===== src/rtl/bcd_stopwatch_pkg.sv =====
// rtl/bcd_stopwatch_pkg.sv - shared state encodings and BCD constants for the stopwatch
package bcd_stopwatch_pkg;

  // Stopwatch operating states
  typedef enum logic [1:0] {
    ST_IDLE    = 2'd0,
    ST_RUNNING = 2'd1,
    ST_SPLIT   = 2'd2,
    ST_PAUSED  = 2'd3
  } sw_state_e;

  localparam logic [3:0] BCD_MAX = 4'd9;  // largest legal BCD digit value
  localparam int         DIGITS  = 4;     // SS.hh

endpackage


===== src/rtl/bcd_digit_counter.sv =====
// rtl/bcd_digit_counter.sv - one BCD digit, 0..9 with carry out on 9 -> 0
//
// Ports:
//   clk, rst_n  clock, asynchronous active-low reset
//   clr         synchronous clear to 0 (wins over inc)
//   inc         advance by one this cycle
//   q[3:0]      current digit
//   carry       combinational: high when inc wraps this digit from 9 to 0
module bcd_digit_counter
  import bcd_stopwatch_pkg::*;
(
  input  logic       clk,
  input  logic       rst_n,
  input  logic       clr,
  input  logic       inc,
  output logic [3:0] q,
  output logic       carry
);

  always_ff @(posedge clk or negedge rst_n) begin
    if (!rst_n) begin
      q <= 4'd0;
    end else if (clr) begin
      q <= 4'd0;
    end else if (inc) begin
      q <= (q == BCD_MAX) ? 4'd0 : q + 4'd1;
    end
  end

  assign carry = inc & ~clr & (q == BCD_MAX);

endmodule


===== src/rtl/bcd_stopwatch.sv =====
// rtl/bcd_stopwatch.sv - BCD stopwatch engine (SS.hh) with pause, split and clear
//
// Ports:
//   clk, rst_n          clock, asynchronous active-low reset
//   start/stop/split/zero  debounced button levels, rising edge acts
//   displayed_time[15:0]   BCD {tens_s, s, tenths, hundredths}
//   running             1 in RUNNING or SPLIT
//   split_active        1 in SPLIT
//   overflow            sticky, set on 99.99 -> 00.00 wrap, cleared by zero
module bcd_stopwatch
  import bcd_stopwatch_pkg::*;
#(
  parameter int CLK_HZ  = 100_000_000,
  parameter int TICK_HZ = 100
) (
  input  logic        clk,
  input  logic        rst_n,
  input  logic        start,
  input  logic        stop,
  input  logic        split,
  input  logic        zero,
  output logic [15:0] displayed_time,
  output logic        running,
  output logic        split_active,
  output logic        overflow
);

  localparam int              PRESCALE = CLK_HZ / TICK_HZ;
  localparam int              PS_W     = $clog2(PRESCALE);
  localparam logic [PS_W-1:0] PS_LAST  = PS_W'(PRESCALE - 1);

  // Edge detection. History resets to 1 so a button held through reset
  // produces no edge when reset is released.
  logic [3:0] btn, btn_q, ev;
  logic       ev_start, ev_split, ev_stop, ev_zero;

  assign btn = {zero, stop, split, start};
  assign ev  = btn & ~btn_q;
  assign {ev_zero, ev_stop, ev_split, ev_start} = ev;

  always_ff @(posedge clk or negedge rst_n) begin
    if (!rst_n) btn_q <= 4'b1111;
    else        btn_q <= btn;
  end

  // FSM
  sw_state_e state_q, state_d;
  logic      take_latch, clr_count, clr_ps;

  always_ff @(posedge clk or negedge rst_n) begin
    if (!rst_n) state_q <= ST_IDLE;
    else        state_q <= state_d;
  end

  // Each state checks only its legal edges, highest priority first, so
  // lower-priority simultaneous edges are dropped.
  always_comb begin
    state_d    = state_q;
    take_latch = 1'b0;
    clr_count  = 1'b0;
    clr_ps     = 1'b0;
    case (state_q)
      ST_IDLE: begin
        if (ev_start) begin
          state_d = ST_RUNNING;
          clr_ps  = 1'b1;
        end
      end
      ST_RUNNING: begin
        if (ev_stop) begin
          state_d = ST_PAUSED;
        end else if (ev_split) begin
          state_d    = ST_SPLIT;
          take_latch = 1'b1;
        end
      end
      ST_SPLIT: begin
        if (ev_stop)       state_d = ST_PAUSED;
        else if (ev_split) state_d = ST_RUNNING;
      end
      ST_PAUSED: begin
        if (ev_zero) begin
          state_d   = ST_IDLE;
          clr_count = 1'b1;
        end else if (ev_start) begin
          state_d = ST_RUNNING;
        end
      end
      default: state_d = ST_IDLE;
    endcase
  end

  // Prescaler: advances only while counting, holds its value in PAUSED so a
  // resume finishes the interrupted tick period.
  logic [PS_W-1:0] ps_q;
  logic            counting, tick;

  assign counting = (state_q == ST_RUNNING) || (state_q == ST_SPLIT);
  assign tick     = counting && (ps_q == PS_LAST);

  always_ff @(posedge clk or negedge rst_n) begin
    if (!rst_n)                ps_q <= '0;
    else if (clr_ps || clr_count) ps_q <= '0;
    else if (tick)             ps_q <= '0;
    else if (counting)         ps_q <= ps_q + PS_W'(1);
  end

  // BCD digit chain: each digit increments on the carry of the one below.
  logic [DIGITS:0] inc_chain;
  logic [15:0]     count;

  assign inc_chain[0] = tick;

  for (genvar i = 0; i < DIGITS; i++) begin : g_digit
    bcd_digit_counter u_digit (
      .clk   (clk),
      .rst_n (rst_n),
      .clr   (clr_count),
      .inc   (inc_chain[i]),
      .q     (count[4*i +: 4]),
      .carry (inc_chain[i+1])
    );
  end

  // Split latch, sticky overflow and registered outputs
  logic [15:0] latch_q;

  always_ff @(posedge clk or negedge rst_n) begin
    if (!rst_n) begin
      latch_q        <= 16'h0000;
      overflow       <= 1'b0;
      displayed_time <= 16'h0000;
      running        <= 1'b0;
      split_active   <= 1'b0;
    end else begin
      if (take_latch) latch_q <= count;
      if (clr_count)             overflow <= 1'b0;
      else if (inc_chain[DIGITS]) overflow <= 1'b1;
      displayed_time <= (state_q == ST_SPLIT) ? latch_q : count;
      running        <= (state_d == ST_RUNNING) || (state_d == ST_SPLIT);
      split_active   <= (state_d == ST_SPLIT);
    end
  end

endmodule

===== config.mk =====
export PLATFORM = sky130hd
export DESIGN_NAME = bcd_stopwatch
export DESIGN_NICKNAME = d
export VERILOG_FILES = /design/src/rtl/bcd_stopwatch_pkg.sv /design/src/rtl/bcd_digit_counter.sv /design/src/rtl/bcd_stopwatch.sv
export SDC_FILE = /design/constraint.sdc
export NUM_CORES = 1
export LEC_CHECK = 0
export ABC_CLOCK_PERIOD_IN_PS = 3100
export CORE_ASPECT_RATIO = 0.8
export CORE_MARGIN = 1
export CORE_UTILIZATION = 45
export DETAILED_ROUTE_END_ITERATION = 7
export PLACE_DENSITY = 0.67
export SLEW_MARGIN = 5
export SYNTH_ARGS = -nofsm -noshare
export SYNTH_HDL_FRONTEND = slang
export SYNTH_SLANG_ARGS = --single-unit

===== constraint.sdc =====
create_clock -name clk -period 3.1 [get_ports clk]
set_input_delay 0.775 -clock clk [delete_from_list [all_inputs] [get_ports clk]]
set_output_delay 0.775 -clock clk [all_outputs]
set_load 0.05 [all_outputs]

### After elaboration in Yosys (flattened, before gate mapping)

Index checks and enable logic that the tools add are counted.

| word-level totals | value |
|---|---|
| output and inout bits | 19 |
| word-level logic and storage cells | 81 |
| register bits after elaboration | 77 |
| input port bits | 6 |

| operators by class | value |
|---|---|
| bitwise operators | 11 |
| add/subtract/negate cells | 5 |
| reduce and logical (&&, ||, !) cells | 11 |
| mux-type cells | 32 |
| equality and inequality tests | 10 |

Operators by type and width:

| kind | number |
|---|---|
| 2-to-1 mux 20 bit | 3 |
| 2-to-1 mux 4 bit | 12 |
| adder 20 x 1 -> 20 bit, second input constant | 1 |
| equality test 20 bit, second input constant | 1 |
| adder 4 x 1 -> 4 bit, second input constant | 4 |
| equality test 4 bit, second input constant | 4 |
| 2-to-1 mux 16 bit | 1 |
| 2-to-1 mux 2 bit | 6 |
| nonzero test 2 bit | 5 |
| 2-to-1 mux 1 bit | 9 |
| bitwise AND 1 bit | 8 |
| one-hot mux 2 bit (4 select lines) | 1 |
| equality test 2 bit, second input constant | 3 |
| bitwise AND 4 bit | 1 |
| equality test 2 x 1 -> 1 bit, second input constant | 2 |
| inverter 4 bit | 1 |
| logical OR 1 bit | 3 |
| nonzero test 3 bit | 1 |
| logical NOT 2 bit | 1 |
| logical AND 1 bit | 1 |
| inverter 1 bit | 1 |

### Longest topological paths before layout

Gate-level depths: netlist (run 1).

| depth | value |
|---|---|
| word-level depth | 15 |
| mapped depth | 9 |
| mapped depth without buffers | 7 |

### Cells and area by module

Synthesis (run 1) repeated with hierarchy kept, for this count alone.

| second synthesis, totals | value |
|---|---|
| cells, all modules | 332 |
| area total of the unflattened synthesis | 3788.6 um^2 |

Modules (own cells, without submodules):

| module | sequential area each (um^2) | area each (um^2) | times used | cells each |
|---|---|---|---|---|
| bcd_stopwatch | 1531.5 | 2802.7 | 1 | 232 |
| bcd_digit_counter | 100.1 | 246.5 | 4 | 25 |

### Least setup slack after synthesis (run 1)

Ideal clock, no wire load.

| timing path | value |
|---|---|
| path kind | input -> register |
| start point | in zero |
| end point | reg g_digit[3].u_digit.q[1] |
| slack | 1058 ps |
| data required time | 2975 ps |
| buffers on the path | 3 |
| arrival time | 1918 ps |
| setup time | 125 ps |
| cell stages on the path | 6 |
| cell sequence | and3b_1 > clkbuf_1 > clkbuf_1 > clkbuf_1 > nor2_1 > mux2_2 |

| on the way | value |
|---|---|
| cells in the longest elaborated chain, start to end | 11 |
| elaborated cells on any way between the ends | 12 |
| those cells by class | mux: 3; bitwise: 8; reduce/logical: 1 |

Ends and longest elaborated chain:

| item | line | text |
|---|---|---|
| from (decl) | bcd_stopwatch.sv:21 | `input logic zero,` |
| bitwise AND 4 bit * | bcd_stopwatch.sv:38 | `assign ev = btn & ~btn_q;` |
| 2-to-1 mux 1 bit * | bcd_stopwatch.sv:82 | `if (ev_zero) begin` |
| 2-to-1 mux 1 bit * | bcd_stopwatch.sv:62 | `case (state_q)` |
| inverter 1 bit | bcd_digit_counter.sv:30 | `assign carry = inc & ~clr & (q == BCD_MAX);` |
| bitwise AND 1 bit (6 in a row) | bcd_digit_counter.sv:30 |  |
| nonzero test 2 bit (no source line) | n/a |  |
| to (signal assigned) | bcd_digit_counter.sv:26 | `q <= (q == BCD_MAX) ? 4'd0 : q + 4'd1;` |
| to (decl) | bcd_digit_counter.sv:16 | `output logic [3:0] q,` |

Mark *: on every way between the ends. The rest lies on a longest branch, timed or not.
A chain may end at the register's enable or synchronous reset.

### Final worst setup path (run 1)

| timing path | value |
|---|---|
| start point | reg state_q[1] |
| end point | reg g_digit[3].u_digit.q[1] |

| on the way | value |
|---|---|
| cells in the longest elaborated chain, start to end | 10 |
| elaborated cells on any way between the ends | 15 |
| those cells by class | eq/ne: 3; mux: 2; bitwise: 7; reduce/logical: 3 |

Ends and longest elaborated chain:

| item | line | text |
|---|---|---|
| from (decl) | bcd_stopwatch.sv:47 | `sw_state_e state_q, state_d;` |
| from (signal assigned) | bcd_stopwatch.sv:52 | `else state_q <= state_d;` |
| equality test 2 bit, or another cell as far along | bcd_stopwatch.sv:62 |  |
| 2-to-1 mux 1 bit or logical OR 1 bit (tied branches) | bcd_stopwatch.sv:62, bcd_stopwatch.sv:98 |  |
| inverter 1 bit or logical AND 1 bit (tied branches) | bcd_digit_counter.sv:30, bcd_stopwatch.sv:99 |  |
| bitwise AND 1 bit (6 in a row) | bcd_digit_counter.sv:30 |  |
| nonzero test 2 bit (no source line) | n/a |  |

Parallel ways exist; a longest one is shown, timed or not.

==> results.py, run 1 <==
metrics = {
    "timing": {
        "finalClockSkew_ns": 0.007160,
        "finalHoldViolations": 0,
        "timing.final.crit_period_ns": 2.530,
        "min_period_over_period": 0.8162,
        "rsz0062_at_grt": "false",
        "timing.final.setup_violations": 0,
        "fin_setup_tns_ns": 0,
        "max_slew_margin": 0.3557,
        "tightestPinTransition_ns": 0.9664,
        "timing_max_transition_violations_final": 0,
        "achievable-frequency_mhz": 395.2,
    },
    "detailed_routing": {
        "wire_per_inst_um": 15.69,
        "drt_first_pass_iters": 4,
        "vias": 2803,
        "drcViolationCount": 0,
        "drt-vias-per-instance": 5.709,
        "starting_drt_drc_count": 163,
        "postRouteAntennaNets": 0,
        "detail_route.wirelength_um": 7706,
    },
    "cells_and_area": {
        "finish.net_count": 399,
        "multiInputGateArea_um2": 1764,
        "count_of_inserted_antenna_diode_cells": 0,
        "final_core_utilization": 0.5447,
        "sequential_cell_area_um2": 1932,
        "nFillCells": 721,
        "final_layout_size_suffix_gt1_frac": 0.1593,
        "flow.area_growth_from_synthesis_pct": 15.10,
        "stdcell_count": 491,
    },
    "yosys": {
        "synth_nets": 375,
        "netlist.top_cell.by_area": "sky130_fd_sc_hd__dfrtp_1",
        "synthesized_area_divided_by_synthesized_cell_count_um2": 10.77,
        "syn-cell-area_um2": 3812,
        "share_of_synthesized_area_occupied_by_flip_flops_and_latches": 0.5067,
        "ys_seq_elements": 77,
        "post_synth_main_area_contributors": "sky130_fd_sc_hd__dfrtp_1, sky130_fd_sc_hd__mux2_2, sky130_fd_sc_hd__ha_1",
        "area_share_of_the_largest_cell_type_after_synthesis": 0.4792,
        "asyncSetResetFlopFracSynth": 1.000,
        "synthesis.yosys.warnings": 0,
        "ys_flop_type": "sky130_fd_sc_hd__dfrtp_1",
        "synth_edf_count": 0,
        "yosysUniqueCellTypes": 55,
        "synthCells": 354,
    },
    "clock_tree": {
        "cts_num_sinks": 77,
        "cts-hold-fix-buffers": 0,
        "clkTransAtPathRegs_ns": 0.09,
        "cts_resized": 0,
        "cts_made_buffers": 9,
        "setup_fix_bufs_post_cts": 0,
        "clockBufferDepth": 2,
        "tritoncts": "done",
        "worst_skew_pair_later_pin_latency_ns": 0.35,
        "cts_root_buf": "sky130_fd_sc_hd__clkbuf_8",
        "cts-htree-levels": 3,
    },
    "worst_setup_path": {
        "worst_path_dominant_cell_family": "simple AND/OR/NAND/NOR gates",
        "crit_path_end_kind": "flip-flop",
        "cp.required_ns": 3.34,
        "path_max_fanout": 17,
        "crit_path_cell_trace": "inv_1, ha_1, and2_1, nand4_2, nor3_2, mux2_2",
        "path_class": "flip-flop to flip-flop",
        "critPathArrivalTime_ns": 2.77,
        "crit_path_start_kind": "flip-flop",
        "timing.critical_path.buf_inv": 1,
        "critical-path-max-stage-delay_ns": 0.51,
        "timing.critical_path.slowest_stage_cell": "sky130_fd_sc_hd__ha_1",
    },
    "power": {
        "leakagePower_nw": 1.920,
        "pwr_density_cell_nw_per_um2": 836.5,
        "power.ir.vdd_worst_mv": 0.4433,
    },
    "worst_hold_path": {
        "worst_hold_path_type": "flip-flop to flip-flop",
    },
    "global_routing": {
        "grt_first_pass_wirelength_um": 13190,
        "groute.usage.overall": 0.1885,
        "grt_remaining_overflow": 0,
        "first_global_vias": 2681,
        "grt_antenna_before_repair": 0,
        "grt_start_max_net_pins": 78,
    },
    "die": {
        "die_x_um": 104.9,
        "core_area_um2": 8055,
        "fp-row-count": 29,
        "die_area_um2": 8846,
        "die-height_um": 84.33,
        "initial_utilization": 0.4733,
        "io_pins": 25,
    },
    "job": {
        "timing.max_cap.violations": 0,
    },
    "status": {
        "outcome": "completed",
    },
    "placed_design": {
        "gp_congestion": 0.7831,
        "dp_hpwl_um": 5084,
        "port_buffers": 24,
        "cell_total_after_placement": 475,
    },
}
==> logic make-up after synthesis <==
| kind of cell | share of synthesized area |
|---|---|
| multiplexers | 0.07844 |
| buffers and inverters | 0.03052 |
| flip-flops | 0.5067 |
| XOR/XNOR | 0.01149 |
| AND/OR/NAND/NOR | 0.1940 |
| AO/OA/AOI/OAI | 0.1296 |
| adder cells (fa/ha/maj) | 0.04923 |
==> state kept, by name, indices dropped and copies added, names as in the netlist <==
register / cells
ps_q: 20
displayed_time: 16
g_digit.u_digit.q: 16
latch_q: 16
btn_q: 4
state_q: 2
overflow: 1
running: 1
split_active: 1
==> synth_stat cells, types with 2 or more instances <==
| library cell | instances |
|---|---|
| sky130_fd_sc_hd__dfrtp_1 | 73 |
| sky130_fd_sc_hd__o21ai_0 | 26 |
| sky130_fd_sc_hd__mux2_2 | 23 |
| sky130_fd_sc_hd__a21oi_1 | 21 |
| sky130_fd_sc_hd__nand2_1 | 20 |
| sky130_fd_sc_hd__ha_1 | 15 |
| sky130_fd_sc_hd__clkbuf_1 | 13 |
| sky130_fd_sc_hd__nand3_1 | 13 |
| sky130_fd_sc_hd__or3_1 | 13 |
| sky130_fd_sc_hd__inv_1 | 12 |
| sky130_fd_sc_hd__nor2_1 | 12 |
| sky130_fd_sc_hd__o31ai_1 | 9 |
| sky130_fd_sc_hd__nor3_1 | 8 |
| sky130_fd_sc_hd__or4_1 | 7 |
| sky130_fd_sc_hd__and3b_1 | 6 |
| sky130_fd_sc_hd__nand2b_1 | 6 |
| sky130_fd_sc_hd__nand4_1 | 6 |
| sky130_fd_sc_hd__xor2_1 | 5 |
| sky130_fd_sc_hd__and3_1 | 4 |
| sky130_fd_sc_hd__dfstp_2 | 4 |
| sky130_fd_sc_hd__mux2i_1 | 4 |
| sky130_fd_sc_hd__a31oi_1 | 3 |
| sky130_fd_sc_hd__and2_1 | 3 |
| sky130_fd_sc_hd__and4_1 | 3 |
| sky130_fd_sc_hd__buf_2 | 3 |
| sky130_fd_sc_hd__o311ai_0 | 3 |
| sky130_fd_sc_hd__a21boi_0 | 2 |
| sky130_fd_sc_hd__a21o_1 | 2 |
| sky130_fd_sc_hd__a41o_1 | 2 |
| sky130_fd_sc_hd__buf_1 | 2 |
| sky130_fd_sc_hd__nand3b_1 | 2 |
| sky130_fd_sc_hd__nor2b_1 | 2 |
| sky130_fd_sc_hd__nor4_1 | 2 |
| sky130_fd_sc_hd__o311a_1 | 2 |
| sky130_fd_sc_hd__o311ai_1 | 2 |
| sky130_fd_sc_hd__or2_1 | 2 |
==> final cells by class <==
type | count | area share
Timing Repair Buffer | 31 | 0.06615
Tap cell | 108 | 0.03080
Inverter | 12 | 0.01027
Clock buffer | 9 | 0.02823
Clock inverter | 7 | 0.02224
Multi-Input combinational cell | 247 | 0.4021
Sequential cell | 77 | 0.4403
==> worst reg2reg max path, cell delays in order (launching register included) <==
cell,delay [ns]
sky130_fd_sc_hd__dfrtp_1,0.41
sky130_fd_sc_hd__inv_1,0.11
sky130_fd_sc_hd__ha_1,0.51
sky130_fd_sc_hd__and2_1,0.21
sky130_fd_sc_hd__nand4_2,0.35
sky130_fd_sc_hd__nor3_2,0.46
sky130_fd_sc_hd__mux2_2,0.37
==> path summary, 6_finish.rpt <==
check / end / startpoint / slack (ns) / cells past startpoint
worst max-delay path: g_digit[3].u_digit.q[1]$_DFFE_PN0P_ / state_q[1]$_DFF_PN0_ / 0.57 / 6
worst min-delay path: latch_q[1]$_DFFE_PN0P_ / latch_q[1]$_DFFE_PN0P_ / 0.49 / 2
worst max register to register: g_digit[3].u_digit.q[1]$_DFFE_PN0P_ / state_q[1]$_DFF_PN0_ / 0.57 / 6
worst min register to register: latch_q[1]$_DFFE_PN0P_ / latch_q[1]$_DFFE_PN0P_ / 0.49 / 2
max in group asynchronous: g_digit[0].u_digit.q[2]$_DFFE_PN0P_ / rst_n / 1.90 / 1
min in group asynchronous: split_active$_DFF_PN0_ / rst_n / 0.54 / 1
==> metrics by stage <==
step | hold WS, ns | area, um^2 | total power, mW | worst slack, ns
final | 0.4902 | 4388 | 3.671 | 0.5697
after CTS | 0.4949 | 4388 | 3.709 | 0.5739
after floorplan | 0.4502 | 3812 | 2.436 | 1.058
after global placement | 0.4625 | 4167 | 2.798 | 0.5017
after global routing | 0.5088 | 4388 | 3.919 | 0.3385
after detailed placement | 0.4751 | 4167 | 2.845 | 0.4362
==> metal layers <==
metal,vias to the layer above,part of all wire,global-route usage,wire length [um]
li1,1346,-,-,-
met1,1397,0.50,0.2698,3826
met2,54,0.45,0.2842,3503
met3,6,0.040,0.04270,312
met4,0,0.0082,0.06274,63
met5,-,0,0,0
==> layout by cell type (no fill, tap or decap), types with 3 or more instances in the layout <==
cell / synthesis / routed
sky130_fd_sc_hd__and2_1: 3 / 3
sky130_fd_sc_hd__nor3_1: 8 / 8
sky130_fd_sc_hd__and3b_1: 6 / 6
sky130_fd_sc_hd__dfrtp_1: 73 / 73
sky130_fd_sc_hd__xor2_1: 5 / 5
sky130_fd_sc_hd__nand3_1: 13 / 13
sky130_fd_sc_hd__ha_1: 15 / 15
sky130_fd_sc_hd__clkdlybuf4s50_1: 0 / 23
sky130_fd_sc_hd__or4_1: 7 / 7
sky130_fd_sc_hd__nor2_1: 12 / 12
sky130_fd_sc_hd__nand4_1: 6 / 6
sky130_fd_sc_hd__mux2i_1: 4 / 4
sky130_fd_sc_hd__or3_1: 13 / 13
sky130_fd_sc_hd__nand2_1: 20 / 20
sky130_fd_sc_hd__and3_1: 4 / 4
sky130_fd_sc_hd__nand2b_1: 6 / 6
sky130_fd_sc_hd__and4_1: 3 / 3
sky130_fd_sc_hd__a31oi_1: 3 / 3
sky130_fd_sc_hd__o21ai_0: 26 / 26
sky130_fd_sc_hd__inv_1: 12 / 12
sky130_fd_sc_hd__buf_4: 0 / 8
sky130_fd_sc_hd__o31ai_1: 9 / 9
sky130_fd_sc_hd__a21oi_1: 21 / 21
sky130_fd_sc_hd__o311ai_0: 3 / 3
sky130_fd_sc_hd__dfstp_2: 4 / 4
sky130_fd_sc_hd__mux2_2: 23 / 23
sky130_fd_sc_hd__clkbuf_8: 0 / 9
==> power by group <==
group,internal [mW],switching [mW]
clock,0.457,0.396
combinational,0.537,0.795
sequential,1.28,0.204
total,2.28,1.40
Note: power is estimated with default switching activity, not from simulation.
==> run 2, diff against run 1 <==
Settings changed: ABC_CLOCK_PERIOD_IN_PS 3100 to 2100, PLACE_DENSITY 0.67 to 0.7.
Clock period 3.1 ns to 2.1 ns, I/O delays scaled along.
==> results.py, run 2 (synthesis gave the netlist of run 1 again) <==
metrics = {
    "die": {
        "io_pins": 25,
        "fp-row-count": 29,
        "core_area_um2": 8055,
        "initial_utilization": 0.4733,
        "die_x_um": 104.9,
        "die_area_um2": 8846,
        "die-height_um": 84.33,
    },
    "worst_setup_path": {
        "cp.required_ns": 1.57,
        "crit_path_start_kind": "flip-flop",
        "path_class": "flip-flop to output port",
        "setup.reg_to_reg.worst_slack_ns": 0.08,
        "reg2reg_from": "state_q[0]$_DFF_PN0_",
        "worst_path_dominant_cell_family": "buffers and inverters",
        "critical_path_depth_in_cells": 1,
        "path_max_fanout": 1,
        "crit_path_end_kind": "output port",
        "worst_r2r_path_depth": 7,
        "endpoint": "displayed_time[4]",
        "timing.critical_path.from": "displayed_time[4]$_DFF_PN0_",
        "timing.critical_path.slowest_stage_cell": "sky130_fd_sc_hd__clkdlybuf4s50_1",
        "crit_path_cell_trace": "clkdlybuf4s50_1",
        "timing.critical_path.buf_inv": 1,
        "reg2reg_to": "g_digit[3].u_digit.q[3]$_DFFE_PN0P_",
        "critical-path-max-stage-delay_ns": 0.80,
        "critPathArrivalTime_ns": 1.50,
    },
    "timing": {
        "finalClockSkew_ns": 0.01085,
        "final.hold.worst_slack_ns": 0.1195,
        "timing_max_transition_violations_final": 0,
        "rsz0062_at_grt": "true",
        "finalHoldViolations": 0,
        "timing.final.crit_period_ns": 2.028,
        "max_slew_margin": 0.6168,
        "achievable-frequency_mhz": 493.2,
        "min_period_over_period": 0.9655,
        "setup_ws_ns": 0.07246,
        "timing.final.setup_violations": 0,
        "tightestPinTransition_ns": 0.5676,
    },
    "cells_and_area": {
        "finish.net_count": 430,
        "count_of_inserted_antenna_diode_cells": 0,
        "most_frequent_standard_cell_in_the_layout_excluding_fill_and_tap_cells": "sky130_fd_sc_hd__dfrtp_1",
        "nFillCells": 686,
        "final_layout_size_suffix_gt1_frac": 0.2488,
        "top_register": "ps_q",
        "largest_register_ff_count": 20,
        "flow.area_growth_from_synthesis_pct": 23.17,
        "mostFrequentLayoutCells": "sky130_fd_sc_hd__dfrtp_1, sky130_fd_sc_hd__buf_4, sky130_fd_sc_hd__o21ai_0, sky130_fd_sc_hd__mux2_2, sky130_fd_sc_hd__clkdlybuf4s50_1",
    },
    "clock_tree": {
        "cts_root_buf": "sky130_fd_sc_hd__clkbuf_8",
        "clkTransAtPathRegs_ns": 0.09,
        "cts-htree-levels": 3,
        "clockBufferDepth": 2,
        "cts-hold-fix-buffers": 0,
        "cts_made_buffers": 9,
        "worst_skew_pair_later_pin_latency_ns": 0.36,
        "tritoncts": "done",
        "cts_num_sinks": 77,
    },
    "job": {
        "timing.max_cap.violations": 0,
    },
    "global_routing": {
        "grt_first_pass_wirelength_um": 13700,
        "grt_antenna_before_repair": 0,
        "grt_start_max_net_pins": 36,
        "first_global_vias": 2873,
        "groute.usage.overall": 0.1956,
        "grt_remaining_overflow": 0,
    },
    "placed_design": {
        "dp_hpwl_um": 5605,
        "pre_cts_slack_ns": -0.2427,
        "gp_congestion": 0.8297,
        "port_buffers": 24,
    },
    "power": {
        "pwr_density_cell_nw_per_um2": 1191,
        "power.ir.vdd_worst_mv": 0.6885,
        "leakagePower_nw": 2.105,
    },
    "detailed_routing": {
        "drt_first_pass_iters": 5,
        "wire_per_inst_um": 15.69,
        "postRouteAntennaNets": 0,
        "detail_route.wirelength_um": 8188,
        "starting_drt_drc_count": 131,
        "drt-vias-per-instance": 5.619,
        "vias": 2933,
        "drcViolationCount": 0,
    },
    "status": {
        "outcome": "completed",
    },
    "worst_hold_path": {
        "worst_hold_path_type": "input port to asynchronous set/reset pin",
    },
}
-- run 2: cell count changes in the layout (fill, tap and decap cells not counted), sizes merged --
cell / before / now
buf: 8 / 39
bufinv: 2 / 1
clkdlybuf4s50: 23 / 22
dlymetal6s2s: 0 / 1
inv: 14 / 15
-- run 2: how the worst min path moves through the flow --
stage                                              to  slack (ns)  cells after the start
after floorplan           displayed_time[0]$_DFF_PN0_        0.23                      0
after global placement         latch_q[1]$_DFFE_PN0P_        0.46                      2
after detailed placement       latch_q[9]$_DFFE_PN0P_        0.47                      2
after CTS                           running$_DFF_PN0_        0.14                      1
after global routing             state_q[0]$_DFF_PN0_        0.15                      1
final                               running$_DFF_PN0_        0.12                      1
-- run 2: stage by stage --
stage                     area (um^2)  power (mW)  cells  utilization  TNS [ns]
final                            4696       5.592    522       0.5829         0
after global routing             4696       5.960    522       0.5829  -0.02497
after CTS                        4632       5.568    521       0.5750         0
after detailed placement         4417       4.366    505       0.5483    -2.452
after global placement           4417       4.286    505       0.5483    -1.998
after floorplan                  3812       3.595    354            -         0
-- run 2: cell type report --
cell class,instances,area [um^2],area share
multi-input combinational,247,1827,0.3890
sequential,77,1932,0.4114
tap,108,135.1,0.02878
clock buffer,9,123.9,0.02638
clock inverter,7,82.58,0.01759
timing repair buffer,62,550.5,0.1172
inverter,12,45.04,0.009592
-- run 2: worst register-to-register path: stages, from the launching register on --
cell and delay [ns]:
sky130_fd_sc_hd__dfrtp_1 0.42, sky130_fd_sc_hd__inv_1 0.11, sky130_fd_sc_hd__ha_4 0.30, sky130_fd_sc_hd__and2_1 0.19, sky130_fd_sc_hd__nand4_4 0.18, sky130_fd_sc_hd__buf_4 0.21, sky130_fd_sc_hd__o311a_1 0.32, sky130_fd_sc_hd__a41o_1 0.20
-- run 2: what timing repair did --
item / CTS / global route
gates cloned: 0 / 0
setup buffers: 0 / 1
gates resized for setup: 1 / 13
pin swaps: 0 / 1
endpoints found under the setup margin: 3 / 13
-- run 2: where the power goes --
part           internal, mW  switching [mW]
combinational         0.966            1.26
sequential             1.89           0.301
clock                 0.567           0.610
total                  3.42            2.17
-- run 2: metal layers --
metal | up-vias | track usage | share of wire
li1 | 1406 | - | -
met1 | 1454 | 0.2735 | 0.50
met2 | 60 | 0.3089 | 0.45
met3 | 13 | 0.03882 | 0.037
met4 | 0 | 0.06018 | 0.013
met5 | - | 0 | 0
==> run 3, diff against run 2 <==
Settings changed: PLACE_DENSITY 0.7 to 0.64.
==> results.py, run 3 (synthesis gave the netlist of run 1 again) <==
metrics = {
    "clock_tree": {
        "tritoncts": "done",
        "cts-hold-fix-buffers": 0,
        "clockBufferDepth": 2,
        "cts_root_buf": "sky130_fd_sc_hd__clkbuf_8",
        "cts_num_sinks": 77,
        "setup_fix_bufs_post_cts": 0,
        "clkTransAtPathRegs_ns": 0.09,
        "cts-htree-levels": 3,
        "cts_made_buffers": 9,
        "worst_skew_pair_later_pin_latency_ns": 0.35,
    },
    "global_routing": {
        "grt_remaining_overflow": 0,
        "grt_first_pass_wirelength_um": 13740,
        "grt_start_max_net_pins": 42,
        "groute.usage.overall": 0.1971,
        "first_global_vias": 2782,
        "grt_antenna_before_repair": 0,
    },
    "cells_and_area": {
        "finish.net_count": 436,
        "largest_register_ff_count": 20,
        "nFillCells": 709,
        "count_of_inserted_antenna_diode_cells": 0,
        "mostFrequentLayoutCells": "sky130_fd_sc_hd__dfrtp_1, sky130_fd_sc_hd__buf_4, sky130_fd_sc_hd__o21ai_0, sky130_fd_sc_hd__mux2_2, sky130_fd_sc_hd__clkdlybuf4s50_1",
        "final_layout_size_suffix_gt1_frac": 0.2405,
        "top_register": "ps_q",
        "flow.area_growth_from_synthesis_pct": 23.14,
        "most_frequent_standard_cell_in_the_layout_excluding_fill_and_tap_cells": "sky130_fd_sc_hd__dfrtp_1",
    },
    "die": {
        "fp-row-count": 29,
        "die_area_um2": 8846,
        "initial_utilization": 0.4733,
        "die_x_um": 104.9,
        "io_pins": 25,
        "core_area_um2": 8055,
        "die-height_um": 84.33,
    },
    "placed_design": {
        "port_buffers": 24,
        "dp_hpwl_um": 5459,
        "gp_congestion": 0.8512,
    },
    "timing": {
        "tightestPinTransition_ns": 0.5237,
        "timing_max_transition_violations_final": 0,
        "timing.final.crit_period_ns": 2.014,
        "final.hold.worst_slack_ns": 0.1459,
        "finalClockSkew_ns": 0.01369,
        "max_slew_margin": 0.6477,
        "finalHoldViolations": 0,
        "fin_setup_tns_ns": 0,
        "timing.final.setup_violations": 0,
        "rsz0062_at_grt": "false",
        "min_period_over_period": 0.9591,
        "achievable-frequency_mhz": 496.5,
    },
    "worst_setup_path": {
        "crit_path_start_kind": "flip-flop",
        "timing.critical_path.buf_inv": 1,
        "cp.required_ns": 1.57,
        "timing.critical_path.slowest_stage_cell": "sky130_fd_sc_hd__clkdlybuf4s50_1",
        "path_max_fanout": 1,
        "path_class": "flip-flop to output port",
        "critical-path-max-stage-delay_ns": 0.80,
        "worst_path_dominant_cell_family": "buffers and inverters",
        "crit_path_cell_trace": "clkdlybuf4s50_1",
        "critPathArrivalTime_ns": 1.49,
        "crit_path_end_kind": "output port",
    },
    "detailed_routing": {
        "drt_first_pass_iters": 5,
        "detail_route.wirelength_um": 7901,
        "drt-vias-per-instance": 5.568,
        "postRouteAntennaNets": 0,
        "vias": 2940,
        "drcViolationCount": 0,
        "starting_drt_drc_count": 193,
        "wire_per_inst_um": 14.96,
    },
    "job": {
        "timing.max_cap.violations": 0,
    },
    "power": {
        "power.ir.vdd_worst_mv": 0.7446,
        "pwr_density_cell_nw_per_um2": 1160,
        "leakagePower_nw": 2.121,
    },
    "status": {
        "outcome": "completed",
    },
    "worst_hold_path": {
        "worst_hold_path_type": "input port to asynchronous set/reset pin",
    },
}
run 3: cell types whose count changed in the layout (fill, tap and decap cells not counted), sizes merged:
cell	delta
buf	+6
inv	+1
bufinv	-1
run 3: report_power, final:
| group | leakage, nW | switching [mW] | total (mW) | internal [mW] |
|---|---|---|---|---|
| Sequential | 0.965 | 0.264 | 2.16 | 1.89 |
| Clock | 0.0886 | 0.612 | 1.06 | 0.448 |
| Combinational | 1.07 | 1.25 | 2.23 | 0.978 |
| Total | 2.12 | 2.13 | 5.45 | 3.32 |
run 3: worst paths after layout:
kind / startpoint / end / slack, ns / cells after the start
setup / recovery: displayed_time[11]$_DFF_PN0_ / displayed_time[11] / 0.09 / 1
hold / removal: rst_n / state_q[0]$_DFF_PN0_ / 0.15 / 1
setup reg to reg: g_digit[1].u_digit.q[1]$_DFFE_PN0P_ / g_digit[2].u_digit.q[0]$_DFFE_PN0P_ / 0.09 / 6
hold reg to reg: latch_q[13]$_DFFE_PN0P_ / latch_q[13]$_DFFE_PN0P_ / 0.49 / 2
max in group asynchronous: rst_n / ps_q[19]$_DFFE_PN0P_ / 1.36 / 2
min in group clk: latch_q[13]$_DFFE_PN0P_ / latch_q[13]$_DFFE_PN0P_ / 0.49 / 2
run 3: repair_timing:
| action | CTS | global route |
|---|---|---|
| setup endpoints to repair | 0 | 3 |
| gates resized for setup | 0 | 5 |
| endpoints found under the hold margin | 0 | 0 |
run 3: through the flow:
stage	cells	power, mW	area (um^2)	utilization	setup slack (ns)
final	528	5.447	4695	0.5828	0.08583
after detailed placement	512	4.406	4494	0.5579	-0.2069
after floorplan	354	3.595	3812	-	0.2326
after CTS	528	5.491	4676	0.5805	0.01350
after global placement	512	4.345	4494	0.5579	-0.1807
after global routing	528	5.825	4695	0.5828	0.007768
run 3: routing by layer:
metal	track usage	vias to the layer above	wire, um
li1	-	1430	-
met1	0.2956	1437	4059
met2	0.2830	71	3452
met3	0.05280	2	359
met4	0.04738	0	29
met5	0	-	0
run 3: cell type report:
cell class / count / area, um^2 / share of cell area
clock buffer: 9 / 123.9 / 0.02639
clock inverter: 7 / 57.56 / 0.01226
inverter: 12 / 45.04 / 0.009595
multi-input combinational: 247 / 1780 / 0.3793
sequential: 77 / 1932 / 0.4115
tap: 108 / 135.1 / 0.02878
timing repair buffer: 68 / 620.6 / 0.1322
